--- src/rtl/usb_pkg.sv ---
// Shared USB definitions: PID codes, packet classes, CRC16 constants and the
// receive decoder state type.
package usb_pkg;

  typedef enum logic [3:0] {
    PID_OUT   = 4'h1,
    PID_IN    = 4'h9,
    PID_SOF   = 4'h5,
    PID_SETUP = 4'hD,
    PID_DATA0 = 4'h3,
    PID_DATA1 = 4'hB,
    PID_ACK   = 4'h2,
    PID_NAK   = 4'hA,
    PID_STALL = 4'hE
  } pid_e;

  localparam logic [1:0] CLS_SPECIAL = 2'b00;
  localparam logic [1:0] CLS_TOKEN   = 2'b01;
  localparam logic [1:0] CLS_HSK     = 2'b10;
  localparam logic [1:0] CLS_DATA    = 2'b11;

  localparam logic [15:0] CRC16_POLY_R = 16'hA001;
  localparam logic [15:0] CRC16_INIT   = 16'hFFFF;
  localparam logic [15:0] CRC16_RESID  = 16'hB001;

  typedef enum logic [2:0] {
    S_IDLE,
    S_TOKEN,
    S_DATA,
    S_HSK,
    S_DISCARD,
    S_DONE
  } rx_state_e;

  // The upper nibble of a PID byte carries the complement of the lower nibble.
  function automatic logic pid_valid(input logic [7:0] pid_byte);
    return pid_byte[7:4] == ~pid_byte[3:0];
  endfunction

endpackage

--- src/rtl/usb_crc16_byte.sv ---
// One-byte step of the reflected USB CRC16 (LSB first); shared by RX and TX.
module usb_crc16_byte
  import usb_pkg::*;
(
  input  logic [15:0] crc_i,
  input  logic [7:0]  byte_i,
  output logic [15:0] crc_o
);

  always_comb begin
    crc_o = crc_i;
    for (int i = 0; i < 8; i++) begin
      if (crc_o[0] ^ byte_i[i]) crc_o = (crc_o >> 1) ^ CRC16_POLY_R;
      else                      crc_o = crc_o >> 1;
    end
  end

endmodule

--- src/rtl/usb_rx_packet_decoder.sv ---
// USB receive packet decoder: PID check, class decode, CRC16 on data packets,
// two-byte CRC holdback on the payload path and per-packet status.
//
// state     | meaning
// S_IDLE    | waiting for the PID byte of the next packet
// S_TOKEN   | token body: capture byte1/byte2, more bytes are a length error
// S_DATA    | data body: CRC16 and payload holdback/forwarding
// S_HSK     | handshake: any body byte is a length error
// S_DISCARD | bad or special PID, body ignored
// S_DONE    | one-cycle pkt_done with status registered
module usb_rx_packet_decoder
  import usb_pkg::*;
#(
  parameter  int MAX_PAYLOAD = 64,
  localparam int CW          = $clog2(MAX_PAYLOAD + 1)
) (
  input  logic          clk,
  input  logic          n_rst,
  input  logic          new_byte,
  input  logic [7:0]    rx_byte,
  input  logic          rx_eop,
  output logic          pay_valid,
  output logic [7:0]    pay_byte,
  output logic          pkt_done,
  output logic [3:0]    pkt_pid,
  output logic          pkt_ok,
  output logic          err_pid,
  output logic          err_crc,
  output logic          err_len,
  output logic          err_ovf,
  output logic [CW-1:0] pay_count,
  output logic [10:0]   token_field
);

  localparam logic [CW-1:0] MAX_CNT = CW'(MAX_PAYLOAD);

  rx_state_e     state_q, state_d, cls_st;
  logic [3:0]    pid_q, pid_d;
  logic          pid_err_q, pid_err_d;
  logic [15:0]   crc_q, crc_d, crc_nxt;
  logic [7:0]    buf0_q, buf0_d, buf1_q, buf1_d;
  logic [1:0]    buf_cnt_q, buf_cnt_d;
  logic [1:0]    body_q, body_d, body_inc;
  logic [CW-1:0] pay_cnt_q, pay_cnt_d;
  logic          ovf_q, ovf_d;
  logic [10:0]   tok_q, tok_d;

  logic          pay_valid_q, pay_valid_d;
  logic [7:0]    pay_byte_q, pay_byte_d;
  logic          pkt_done_q, pkt_done_d;
  logic [3:0]    pkt_pid_q, pkt_pid_d;
  logic          pkt_ok_q, pkt_ok_d;
  logic          err_pid_q, err_pid_d;
  logic          err_crc_q, err_crc_d;
  logic          err_len_q, err_len_d;
  logic          err_ovf_q, err_ovf_d;
  logic [CW-1:0] pay_count_q, pay_count_d;
  logic [10:0]   token_field_q, token_field_d;

  usb_crc16_byte u_crc (
    .crc_i  (crc_q),
    .byte_i (rx_byte),
    .crc_o  (crc_nxt)
  );

  // Body length only matters up to "more than two", so it saturates at 3.
  assign body_inc = (body_q == 2'd3) ? body_q : body_q + 2'd1;

  always_comb begin
    state_d       = state_q;
    pid_d         = pid_q;
    pid_err_d     = pid_err_q;
    crc_d         = crc_q;
    buf0_d        = buf0_q;
    buf1_d        = buf1_q;
    buf_cnt_d     = buf_cnt_q;
    body_d        = body_q;
    pay_cnt_d     = pay_cnt_q;
    ovf_d         = ovf_q;
    tok_d         = tok_q;
    pay_valid_d   = 1'b0;
    pay_byte_d    = pay_byte_q;
    pkt_done_d    = 1'b0;
    pkt_pid_d     = pkt_pid_q;
    pkt_ok_d      = pkt_ok_q;
    err_pid_d     = err_pid_q;
    err_crc_d     = err_crc_q;
    err_len_d     = err_len_q;
    err_ovf_d     = err_ovf_q;
    pay_count_d   = pay_count_q;
    token_field_d = token_field_q;
    cls_st        = S_IDLE;

    case (state_q)
      S_IDLE: if (new_byte) begin
        pid_d     = rx_byte[3:0];
        pid_err_d = !pid_valid(rx_byte);
        crc_d     = CRC16_INIT;
        buf_cnt_d = 2'd0;
        body_d    = 2'd0;
        pay_cnt_d = '0;
        ovf_d     = 1'b0;
        tok_d     = '0;
        if (!pid_valid(rx_byte)) state_d = S_DISCARD;
        else begin
          case (rx_byte[1:0])
            CLS_TOKEN: state_d = S_TOKEN;
            CLS_DATA:  state_d = S_DATA;
            CLS_HSK:   state_d = S_HSK;
            default:   state_d = S_DISCARD;
          endcase
        end
      end
      S_TOKEN: if (new_byte) begin
        if (body_q == 2'd0)      tok_d[7:0]  = rx_byte;
        else if (body_q == 2'd1) tok_d[10:8] = rx_byte[2:0];
        body_d = body_inc;
      end
      S_DATA: if (new_byte) begin
        crc_d  = crc_nxt;
        body_d = body_inc;
        case (buf_cnt_q)
          2'd0: begin
            buf0_d    = rx_byte;
            buf_cnt_d = 2'd1;
          end
          2'd1: begin
            buf1_d    = rx_byte;
            buf_cnt_d = 2'd2;
          end
          default: begin
            // Buffer full: the oldest byte is known not to be CRC.
            if (pay_cnt_q < MAX_CNT) begin
              pay_valid_d = 1'b1;
              pay_byte_d  = buf0_q;
              pay_cnt_d   = pay_cnt_q + CW'(1);
            end else begin
              ovf_d = 1'b1;
            end
            buf0_d = buf1_q;
            buf1_d = rx_byte;
          end
        endcase
      end
      S_HSK: if (new_byte) body_d = body_inc;
      S_DONE: state_d = S_IDLE;
      default: ;
    endcase

    // A byte arriving with rx_eop has already been folded into the _d values.
    if (rx_eop && state_q != S_DONE && (state_q != S_IDLE || new_byte)) begin
      cls_st      = state_d;
      state_d     = S_DONE;
      pkt_done_d  = 1'b1;
      pkt_pid_d   = pid_d;
      err_pid_d   = pid_err_d;
      err_crc_d   = 1'b0;
      err_len_d   = 1'b0;
      err_ovf_d   = 1'b0;
      pay_count_d = '0;
      case (cls_st)
        S_TOKEN: begin
          err_len_d     = (body_d != 2'd2);
          token_field_d = tok_d;
        end
        S_DATA: begin
          err_len_d   = (body_d < 2'd2);
          err_crc_d   = (crc_d != CRC16_RESID);
          err_ovf_d   = ovf_d;
          pay_count_d = pay_cnt_d;
        end
        S_HSK:   err_len_d = (body_d != 2'd0);
        default: ;
      endcase
      pkt_ok_d = ~(err_pid_d | err_crc_d | err_len_d | err_ovf_d);
    end
  end

  always_ff @(posedge clk or negedge n_rst) begin
    if (!n_rst) begin
      state_q       <= S_IDLE;
      pid_q         <= '0;
      pid_err_q     <= 1'b0;
      crc_q         <= CRC16_INIT;
      buf0_q        <= '0;
      buf1_q        <= '0;
      buf_cnt_q     <= 2'd0;
      body_q        <= 2'd0;
      pay_cnt_q     <= '0;
      ovf_q         <= 1'b0;
      tok_q         <= '0;
      pay_valid_q   <= 1'b0;
      pay_byte_q    <= '0;
      pkt_done_q    <= 1'b0;
      pkt_pid_q     <= '0;
      pkt_ok_q      <= 1'b0;
      err_pid_q     <= 1'b0;
      err_crc_q     <= 1'b0;
      err_len_q     <= 1'b0;
      err_ovf_q     <= 1'b0;
      pay_count_q   <= '0;
      token_field_q <= '0;
    end else begin
      state_q       <= state_d;
      pid_q         <= pid_d;
      pid_err_q     <= pid_err_d;
      crc_q         <= crc_d;
      buf0_q        <= buf0_d;
      buf1_q        <= buf1_d;
      buf_cnt_q     <= buf_cnt_d;
      body_q        <= body_d;
      pay_cnt_q     <= pay_cnt_d;
      ovf_q         <= ovf_d;
      tok_q         <= tok_d;
      pay_valid_q   <= pay_valid_d;
      pay_byte_q    <= pay_byte_d;
      pkt_done_q    <= pkt_done_d;
      pkt_pid_q     <= pkt_pid_d;
      pkt_ok_q      <= pkt_ok_d;
      err_pid_q     <= err_pid_d;
      err_crc_q     <= err_crc_d;
      err_len_q     <= err_len_d;
      err_ovf_q     <= err_ovf_d;
      pay_count_q   <= pay_count_d;
      token_field_q <= token_field_d;
    end
  end

  assign pay_valid   = pay_valid_q;
  assign pay_byte    = pay_byte_q;
  assign pkt_done    = pkt_done_q;
  assign pkt_pid     = pkt_pid_q;
  assign pkt_ok      = pkt_ok_q;
  assign err_pid     = err_pid_q;
  assign err_crc     = err_crc_q;
  assign err_len     = err_len_q;
  assign err_ovf     = err_ovf_q;
  assign pay_count   = pay_count_q;
  assign token_field = token_field_q;

endmodule
--- config.mk ---
export PLATFORM = sky130hd
export DESIGN_NAME = usb_rx_packet_decoder
export DESIGN_NICKNAME = d
export VERILOG_FILES = /design/src/rtl/usb_pkg.sv /design/src/rtl/usb_crc16_byte.sv /design/src/rtl/usb_rx_packet_decoder.sv
export SDC_FILE = /design/constraint.sdc
export NUM_CORES = 1
export LEC_CHECK = 0
export BUFFER_PORTS_ARGS = -buffer_cell sky130_fd_sc_hd__buf_2
export CAP_MARGIN = 0
export CORE_UTILIZATION = 53
export CTS_CLUSTER_DIAMETER = 150
export DETAILED_ROUTE_END_ITERATION = 10
export HOLD_SLACK_MARGIN = 0.06
export PLACE_DENSITY_LB_ADDON = 0.1
export SLEW_MARGIN = 20
export SYNTH_ARGS = -nofsm -noshare
export SYNTH_HDL_FRONTEND = slang
export SYNTH_SLANG_ARGS = --single-unit
--- constraint.sdc ---
create_clock -name clk -period 2.2 [get_ports clk]
set_input_delay 0.22 -clock clk [delete_from_list [all_inputs] [get_ports clk]]
set_output_delay 0.22 -clock clk [all_outputs]
set_load 0.1 [all_outputs]
==> out/metrics.cfg, run 1 <==
[status]
status = finished with violations
violations = setup timing

[synth]
synth_edf_count = 0
synth_area_sq_um = 4550
syn_inst = 423
synth_seq_cells = 100
synth-main-ff-cell = dfrtp_1
yosys.cell_count.top_type = dfrtp_1
synth_top_cell_area_share_pct = 46.2
synth_cell_types = 52
yosysWarnings = 0
avgSynthCellArea_sq_um = 10.8
ys_top_cells_by_count = dfrtp_1 (84), nand2_1 (66), o21ai_0 (32)
async_reset_ff_share_pct = 100
syn_nets = 439
synth_top_area_cell = dfrtp_1
seq_area_frac_synth_pct = 55.4
synthTopCellsByArea = dfrtp_1 (46%), dfstp_2 (9.2%), nand2_1 (5.4%), mux2_2 (5.4%), o21ai_0 (3.5%)

[sta]
holdWs_ps = 199
drv_slew = 0
relSlewSlack_pct = 61.9
timing.final.hold_violations = 0
setup_viol = 2
layout_setup_ws_ps = -74.7
worst_pin_slew_ps = 571
min_period_ps = 2270
fin_skew_ps = 13.7
max_freq_mhz = 440
rsz0062_at_grt = true
finalCritPeriodShare_pct = 103
tns_ps = -79.7

[worst_hold_path]
min_path_type = input port to register

[global_route]
overflow = 0
gr-usage-all-layers_pct = 25.0
grt_max_degree = 58
grt_pass1_wl_mm = 16.9
antenna_found_initial = 0
first_global_vias = 3421

[clock_tree]
clock-sinks = 100
clk_pin_slew_ps = 100
insertion_delay_ps = 370
cts_buffers = 9
cts_buffer_depth = 2
htreeDepth = 3
cts-root-buf = clkbuf_8
tritoncts = done

[floorplanning]
fp-row-count = 33
die_y_um = 94.7
core_area_sq_um = 8260
die_x_um = 94.7
fp.dieArea_sq_um = 8960
ios = 49
start_util_pct = 55.1

[setup_path]
endpoint_kind = register
start_kind = register
cp.depth = 7
worstSetupStartpoint = crc_q[4]$_DFF_PN1_
crit_chain = xnor2_2 > xor2_1 > xnor3_2 > xnor3_1 > a21oi_2 > nand4b_1 > a22o_1
critPathKind = register to register
slowest_delay_ps = 580
r2r_setup_slack_ps = -70
crit_family = XOR/XNOR gates
cp_data_arrival_time_ps = 2530
ff2ff_path_depth = 7
r2r_start = crc_q[4]$_DFF_PN1_
crit_end = err_crc$_DFFE_PN0P_
worstReg2RegEnd = err_crc$_DFFE_PN0P_
crit_required_ps = 2460
crit_buf_inv = 0
critPathSlowestCell = dfstp_2
critPathMaxFanout = 3

[flow_run]
maxCapViolations = 0

[pwr]
ir_drop_mv = 0.906
p_sw_mw = 2.82
pwr-share-clk_pct = 16.8
p_int_mw = 3.64
p_leak_nw = 2.71
power_frac_seq_pct = 37.8
pwr_density_cell_nw_per_um2 = 1170
comb_power_share_pct = 45.4
sw_frac_of_total_pct = 43.6
finalPower_mw = 6.46

[cells_and_area]
drive_above_1_share_pct = 33.0
fin_nets = 533
area_growth_pct = 21.4
diodes = 0

[route]
viasPerCell = 5.49
drt_iter0_markers = 152
drc = 0
vias = 3440
routedWlPerCell_um = 16.1
first_pass_iters = 5
routed_wl_mm = 10.1
antenna_left = 0

[place]
portBuffers = 48
dp.final_hpwl_mm = 7.29
place.gp.congestion = 0.841

## worst min-delay path by stage
| stage | endpoint | slack (ps) | cells after the start | from |
|---|---|---|---|---|
| global route | buf1_q[2]$_DFFE_PN0P_ | 220 | 2 | rx_byte[2] |
| detailed placement | pay_byte[7]$_DFFE_PN0P_ | 260 | 1 | n_rst |
| global placement | buf1_q[5]$_DFFE_PN0P_ | 250 | 1 | n_rst |
| finish | buf1_q[2]$_DFFE_PN0P_ | 200 | 2 | rx_byte[2] |
| floorplan | body_q[0]$_DFF_PN0_ | -80 | 0 | n_rst |
| CTS | buf1_q[2]$_DFFE_PN0P_ | 200 | 2 | rx_byte[2] |
## power by group through the flow
stage / combinational, mW / sequential [mW] / clock (mW)
floorplan: 1.23 / 3.37 / 0
global placement: 2.83 / 2.45 / 0
detailed placement: 2.88 / 2.47 / 0
CTS: 2.93 / 2.44 / 1.12
global route: 3.16 / 2.49 / 1.19
finish: 2.94 / 2.44 / 1.09
## layer usage
| metal | track usage, % | vias to the layer above | part of all wire [%] |
|---|---|---|---|
| met5 | 0 | - | 0 |
| met4 | 8.71 | 0 | 1.6 |
| met3 | 4.43 | 15 | 2.8 |
| met2 | 40.1 | 61 | 48 |
| met1 | 34.2 | 1700 | 47 |
| li1 | - | 1664 | - |
## logic make-up (layout without fill, tap and decap cells)
| logic type | count (synthesis) | count (layout) | share of synthesized area (%) |
|---|---|---|---|
| simple gates | 132 | 132 | 13.6 |
| compound gates | 103 | 103 | 14.8 |
| flops | 100 | 100 | 55.4 |
| buf+inv | 34 | 133 | 2.89 |
| xor+xnor | 26 | 26 | 6.27 |
| mux | 24 | 24 | 5.88 |
| fa+ha+maj | 4 | 4 | 1.10 |
## worst reg2reg max path, delay by kind of cell, from the launching register on
kind | cells | cell delay, ps
and+or+nand+nor | 1 | 140
AOI/OAI and AO/OA | 2 | 390
xor gates and xnor gates | 4 | 1070
DFF | 1 | 580
## flip-flops by register name, indices dropped and copies added (netlist names), 2 cells and up
register,flops
buf1_q,8
pay_cnt_q,7
token_field,11
tok_q,11
pay_byte,8
pkt_pid,4
pay_count,7
pid_q,4
buf0_q,8
state_q,3
body_q,2
buf_cnt_q,2
crc_q,16
## repair_timing
action                                  CTS  global route
resized for setup                         4             5
buffers inserted                          1             0
hold buffers                              1             0
endpoints found under the setup margin    3            14
pin swaps                                 3             1
endpoints found under the hold margin    43             0
## layout by cell type, fill, tap and decap left out, types with 3 or more instances in the layout
| cell type | synthesis | layout |
|---|---|---|
| buf_12 | 0 | 3 |
| xnor2_2 | 1 | 5 |
| xnor2_1 | 16 | 12 |
| nor2_1 | 28 | 27 |
| dfstp_2 | 16 | 16 |
| nand3_1 | 6 | 6 |
| nor3b_1 | 11 | 9 |
| a22oi_1 | 12 | 12 |
| xor2_1 | 5 | 5 |
| clkbuf_8 | 0 | 9 |
| mux2_2 | 22 | 22 |
| dfrtp_1 | 84 | 84 |
| a21oi_1 | 18 | 18 |
| a31oi_1 | 7 | 7 |
| buf_4 | 0 | 53 |
| o21ai_0 | 32 | 28 |
| inv_6 | 0 | 3 |
| buf_2 | 3 | 47 |
| ha_1 | 4 | 4 |
| nor2b_1 | 3 | 3 |
| nand2_1 | 66 | 66 |
| clkinv_2 | 0 | 3 |
| a22o_1 | 18 | 18 |
| inv_1 | 12 | 12 |
| o21ai_1 | 0 | 4 |
## final cells by class
| class | count | area (sq um) |
|---|---|---|
| multi-input cells | 289 | 1940 |
| clock buffers | 9 | 124 |
| fillers | 711 | 2730 |
| clock inverters | 7 | 50.0 |
| repair buffers | 104 | 703 |
| inverters | 13 | 48.8 |
| flip-flops and latches | 100 | 2520 |
| well taps | 105 | 131 |
## through the flow
step,area [sq um],cells,util (%),worst slack (ps)
global placement,5300,609,64.2,-17.7
floorplan,4560,423,-,33.4
detailed placement,5300,609,64.2,-103
global route,5520,627,66.9,-178
finish,5520,627,66.9,-74.7
CTS,5510,627,66.8,-57.3
Power figures use the tool's default switching activity.
==> inputs of run 2 (changes only) <==
- CORE_MARGIN: unset -> 8
- CORE_UTILIZATION: 53 -> 55
- GPL_ROUTABILITY_DRIVEN: unset -> 1
- clock period: 2.2 -> 2.7 ns (I/O delays scaled with it)
==> run 2 against run 1 <==
  * The run now ends clean
  * Die area grew 28%
  * Cell area decreased by 5.9%
  * Cell count fell by 5.4%
  * Via count is 2.2% lower
  * Clock power down 22%
  * Combinational power down 23%
  * Maximum frequency fell by 11%
  * Critical path depth stayed put
  * Critical endpoint unchanged
  * Largest power group unchanged
  * Highest routed layer unchanged
==> out/metrics.cfg, run 2 (synthesized netlist as in run 1, its figures left out) <==
[status]
status = complete, no violations

[sta]
min_period_ps = 2550
drv_slew = 0
setup_viol = 0
finalCritPeriodShare_pct = 94.6
fin_skew_ps = 9.30
max_freq_mhz = 392
timing.final.hold_violations = 0
relSlewSlack_pct = 57.3
tns_ps = 0
layout_setup_ws_ps = 146
rsz0062_at_grt = false
worst_pin_slew_ps = 640

[cells_and_area]
finish.utilization_pct = 63.9
final_cell_mix = dfrtp_1 (84), nand2_1 (66), buf_2 (47)
diodes = 0
drive_above_1_share_pct = 26.6
num-fill-cells = 651
area_growth_pct = 14.2
postLayoutCellArea_sq_um = 5200
max_flop_register = crc_q
fin_nets = 499
largest_reg_flops = 16
final_common_cell = dfrtp_1

[global_route]
grt_max_degree = 50
overflow = 0
antenna_found_initial = 0
gr-usage-all-layers_pct = 19.5
first_global_vias = 3429
grt_pass1_wl_mm = 17.7

[clock_tree]
cts-root-buf = clkbuf_8
cts_buffers = 9
cts_buffer_depth = 2
clk_pin_slew_ps = 90
clock-sinks = 100
htreeDepth = 3
ctsResizeCount = 0
insertion_delay_ps = 360
cts_setup_buffers = 0
tritoncts = done

[floorplanning]
fp-row-count = 33
die_x_um = 107
die_y_um = 107
core_area_sq_um = 8130
fp.dieArea_sq_um = 11400
ios = 49
start_util_pct = 55.9

[setup_path]
cp_data_arrival_time_ps = 2810
endpoint_kind = register
start_kind = register
critPathMaxFanout = 3
crit_required_ps = 2950
critPathKind = register to register

[route]
routedWlPerCell_um = 17.8
viasPerCell = 5.67
drt_iter0_markers = 255
drc = 0
antenna_left = 0
vias = 3365
first_pass_iters = 4
routed_wl_mm = 10.5

[place]
place.gp.congestion = 0.885
place_area_sq_um = 5020
dp.final_hpwl_mm = 7.52
post-place-ws_ps = 149
portBuffers = 48

[pwr]
finalPower_mw = 5.11
p_leak_nw = 2.50
pwr_density_cell_nw_per_um2 = 983
ir_drop_mv = 0.780

[flow_run]
maxCapViolations = 0

[worst_hold_path]
min_path_type = input port to register

==> run 2: changes by cell type in the layout (fill, tap and decap cells not counted), sizes merged <==
| cell | delta |
|---|---|
| inv | -2 |
| clkinvlp | +2 |
| clkinv | -2 |
| buf | -34 |
| clkbuf | +2 |
==> run 2: layout make-up <==
type                            count  area, sq um  area share (%)
Timing Repair Buffer               70          423            8.14
Clock buffer                       11          131            2.53
Tap cell                          105          131            2.53
Clock inverter                      5         37.5           0.722
Multi-Input combinational cell    289         1900            36.6
Inverter                           13         48.8           0.939
Sequential cell                   100         2520            48.5
==> run 2: metal layers <==
metal / global-route usage (%) / share of wire (%) / vias to the layer above
li1: - / - / 1596
met1: 26.2 / 47 / 1671
met2: 30.8 / 47 / 89
met3: 4.50 / 5.3 / 9
met4: 5.53 / 1.2 / 0
met5: 0 / 0 / -
==> run 2: power by group <==
group          switching [mW]  leakage [nW]  internal [mW]  total (mW)
logic                    1.55          1.13          0.704        2.25
registers               0.188          1.29           1.82        2.01
clock network           0.508        0.0799          0.339       0.848
==> run 2: what timing repair did <==
action,in CTS,in global routing
setup endpoints to repair,0,0
hold endpoints to repair,41,0
hold buffers,1,0
==> run 2: worst paths after layout <==
kind	slack [ps]	cells after the start	end	startpoint
min in group asynchronous	470	2	token_field[3]$_DFFE_PN0P_	n_rst
worst min register to register	470	2	pid_q[3]$_DFF_PN0_	pid_q[3]$_DFF_PN0_
worst min-delay path	250	2	buf1_q[5]$_DFFE_PN0P_	rx_byte[5]
max in group asynchronous	1460	3	crc_q[12]$_DFF_PN1_	n_rst
worst max register to register	150	7	err_crc$_DFFE_PN0P_	crc_q[5]$_DFF_PN1_
worst max-delay path	150	7	err_crc$_DFFE_PN0P_	crc_q[5]$_DFF_PN1_
==> run 2: metrics by stage <==
stage                     instances  hold slack [ps]
after global routing            593              253
after floorplan                 423            -25.6
after detailed placement        576              340
after global placement          576              337
final                           593              255
after CTS                       593              242
==> run 2: worst max-delay path, cell delays in order (launching register included) <==
cell	delay, ps
dfstp_2	560
xnor2_1	180
xor2_1	280
xnor3_2	510
xnor3_1	370
a21oi_2	170
nand4b_1	150
a22o_1	220
==> inputs of run 3 (changes only) <==
- ABC_AREA: unset -> 1
- SYNTH_HIERARCHICAL: unset -> 1
==> run 3 against run 2 <==
  * Core utilization grew 1.7 points
  * Die area grew 14%
  * Sequential share of layout area shrank 7.1 points
  * Total power grew 5.2%
  * Critical path depth grew 19
  * First-iteration DRC count shrank 24%
  * Largest cell class unchanged
  * Highest routed layer unchanged
==> out/metrics.cfg, run 3 <==
[place]
place_area_sq_um = 5660
dp.final_hpwl_mm = 8.54
post-place-ws_ps = 3.99
portBuffers = 48
dp_cells = 816
place.gp.congestion = 0.898

[cells_and_area]
max_flop_register = crc_q
drive_above_1_share_pct = 22.7
area_growth_pct = 15.1
final_cell_mix = nand2_1 (182), inv_1 (116), dfrtp_1 (84)
final_common_cell = nand2_1
postLayoutCellArea_sq_um = 6090
diodes = 0
final_cells = 842
fin_nets = 724
largest_reg_flops = 16

[setup_path]
critPathMaxFanout = 4
crit_required_ps = 3000
ff2ff_path_depth = 26
worstReg2RegEnd = pkt_ok$_DFFE_PN0P_
endpoint_kind = register
critPathKind = register to register
start_kind = register
critPathSlowestCell = dfstp_2
slowest_delay_ps = 590
cp_data_arrival_time_ps = 2980
worstSetupStartpoint = crc_q[1]$_DFF_PN1_
crit_top_cell = nand2_4
r2r_setup_slack_ps = 30
r2r_start = crc_q[1]$_DFF_PN1_

[synth]
synth-main-ff-cell = dfrtp_1
seq_area_frac_synth_pct = 47.7
synth_top_cell_area_share_pct = 39.7
ys_top_cells_by_count = nand2_1 (188), inv_1 (118), dfrtp_1 (84)
synth_top_area_cell = dfrtp_1
yosysWarnings = 6
synth_seq_cells = 100
async_reset_ff_share_pct = 100
synth_edf_count = 0
syn_nets = 666
syn_inst = 650
synth_area_sq_um = 5290
synth_cell_types = 41
avgSynthCellArea_sq_um = 8.14
synthTopCellsByArea = dfrtp_1 (40%), nand2_1 (13%), inv_1 (8.4%), dfstp_2 (7.9%), o21ai_0 (3.9%)
yosys.cell_count.top_type = nand2_1

[clock_tree]
cts_buffers = 9
cts_buffer_depth = 2
clock-sinks = 100
cts-root-buf = clkbuf_8
clk_pin_slew_ps = 90
tritoncts = done
htreeDepth = 3
insertion_delay_ps = 370

[route]
routed_wl_mm = 11.6
antenna_left = 0
routedWlPerCell_um = 13.8
vias = 4180
viasPerCell = 4.96
drc = 0
first_pass_iters = 4
drt_iter0_markers = 194

[pwr]
ir_drop_mv = 0.798
p_leak_nw = 3.40
pwr_density_cell_nw_per_um2 = 883
finalPower_mw = 5.38

[worst_hold_path]
min_path_type = input port to register
worstHoldStart = rx_byte[4]
min_to = buf1_q[4]$_DFFE_PN0P_
whs_path_depth = 3

[global_route]
grt_max_degree = 46
gr-usage-all-layers_pct = 18.8
antenna_found_initial = 0
first_global_vias = 4171
overflow = 0
grt_pass1_wl_mm = 19.6

[floorplanning]
core_area_sq_um = 9280
ios = 49
fp-row-count = 35
start_util_pct = 57.0
die_y_um = 114
fp.dieArea_sq_um = 13000
die_x_um = 114

[sta]
max_freq_mhz = 374
holdWs_ps = 350
timing.final.hold_violations = 0
fin_skew_ps = 12.5
drv_slew = 0
finalCritPeriodShare_pct = 99.1
min_period_ps = 2670
rsz0062_at_grt = true
relSlewSlack_pct = 67.4
worst_pin_slew_ps = 488
setup_viol = 0
layout_setup_ws_ps = 25.4

[flow_run]
maxCapViolations = 0

[status]
status = complete, no violations

==> run 3: changes by cell type in the layout (fill, tap and decap cells not counted), moves of 13 or more <==
cell | previous run | this run
xnor2_1 | 16 | 1
nand2_1 | 66 | 182
nand2_2 | 0 | 13
a21oi_1 | 18 | 5
inv_1 | 12 | 116
nand3_1 | 6 | 23
a22o_1 | 18 | 1
mux2_2 | 22 | 0
nand4_1 | 1 | 20
==> run 3: layer usage <==
| layer | wire (um) | vias to the layer above | global-route usage, % |
|---|---|---|---|
| li1 | - | 2139 | - |
| met1 | 5240 | 1963 | 23.3 |
| met2 | 5660 | 67 | 31.8 |
| met3 | 542 | 11 | 3.80 |
| met4 | 144 | 0 | 6.39 |
| met5 | 0 | - | 0 |
==> run 3: final cells by class <==
type / instances / area, sq um
Fill cell: 831 / 3200
Sequential cell: 100 / 2520
Multi-Input combinational cell: 402 / 2280
Inverter: 124 / 465
Timing Repair Buffer: 71 / 430
Tap cell: 129 / 161
Clock buffer: 11 / 141
Clock inverter: 5 / 82.6
==> run 3: cell families after synthesis <==
| kind of cell | synth area share [%] |
|---|---|
| AO/OA/AOI/OAI | 9.98 |
| XOR/XNOR | 4.02 |
| adder cells (fa/ha/maj) | 0.946 |
| buffers and inverters | 11.5 |
| flip-flops | 47.7 |
| AND/OR/NAND/NOR | 25.8 |
==> run 3: stage by stage <==
step           utilization [%]  TNS, ps
6_report                  65.6        0
5_1_grt                   65.6     -260
4_1_cts                   64.1        0
3_5_place_dp              61.0        0
3_3_place_gp              61.0        0
2_1_floorplan                -        0
==> run 3: report_power, final <==
part / switching (mW) / internal (mW)
sequential: 0.152 / 1.80
combinational: 1.83 / 0.526
clock: 0.518 / 0.551
total: 2.50 / 2.88
==> run 3: worst max-delay path by stage <==
stage / end / slack (ps) / cells past startpoint
3_3_place_gp: pkt_ok$_DFFE_PN0P_ / 110 / 24
4_1_cts: pkt_ok$_DFFE_PN0P_ / 20 / 26
5_1_grt: pkt_ok$_DFFE_PN0P_ / -170 / 26
3_5_place_dp: pkt_ok$_DFFE_PN0P_ / 4 / 24
6_report: pkt_ok$_DFFE_PN0P_ / 30 / 26
2_1_floorplan: pkt_ok$_DFFE_PN0P_ / 320 / 26
==> run 3: critical path, delay by kind of cell, from the launching register on <==
| kind | cells | cell delay [ps] |
|---|---|---|
| AO/OA/AOI/OAI | 1 | 110 |
| buffers and inverters | 2 | 70 |
| flip-flops | 1 | 590 |
| AND/OR/NAND/NOR | 23 | 1820 |
==> run 3: repair_timing <==
action / in CTS / in global routing
buffers inserted: 4 / 5
hold buffers: 1 / 0
resized for setup: 6 / 21
pin swaps: 7 / 21
endpoints found under the hold margin: 29 / 0
endpoints found under the setup margin: 1 / 2
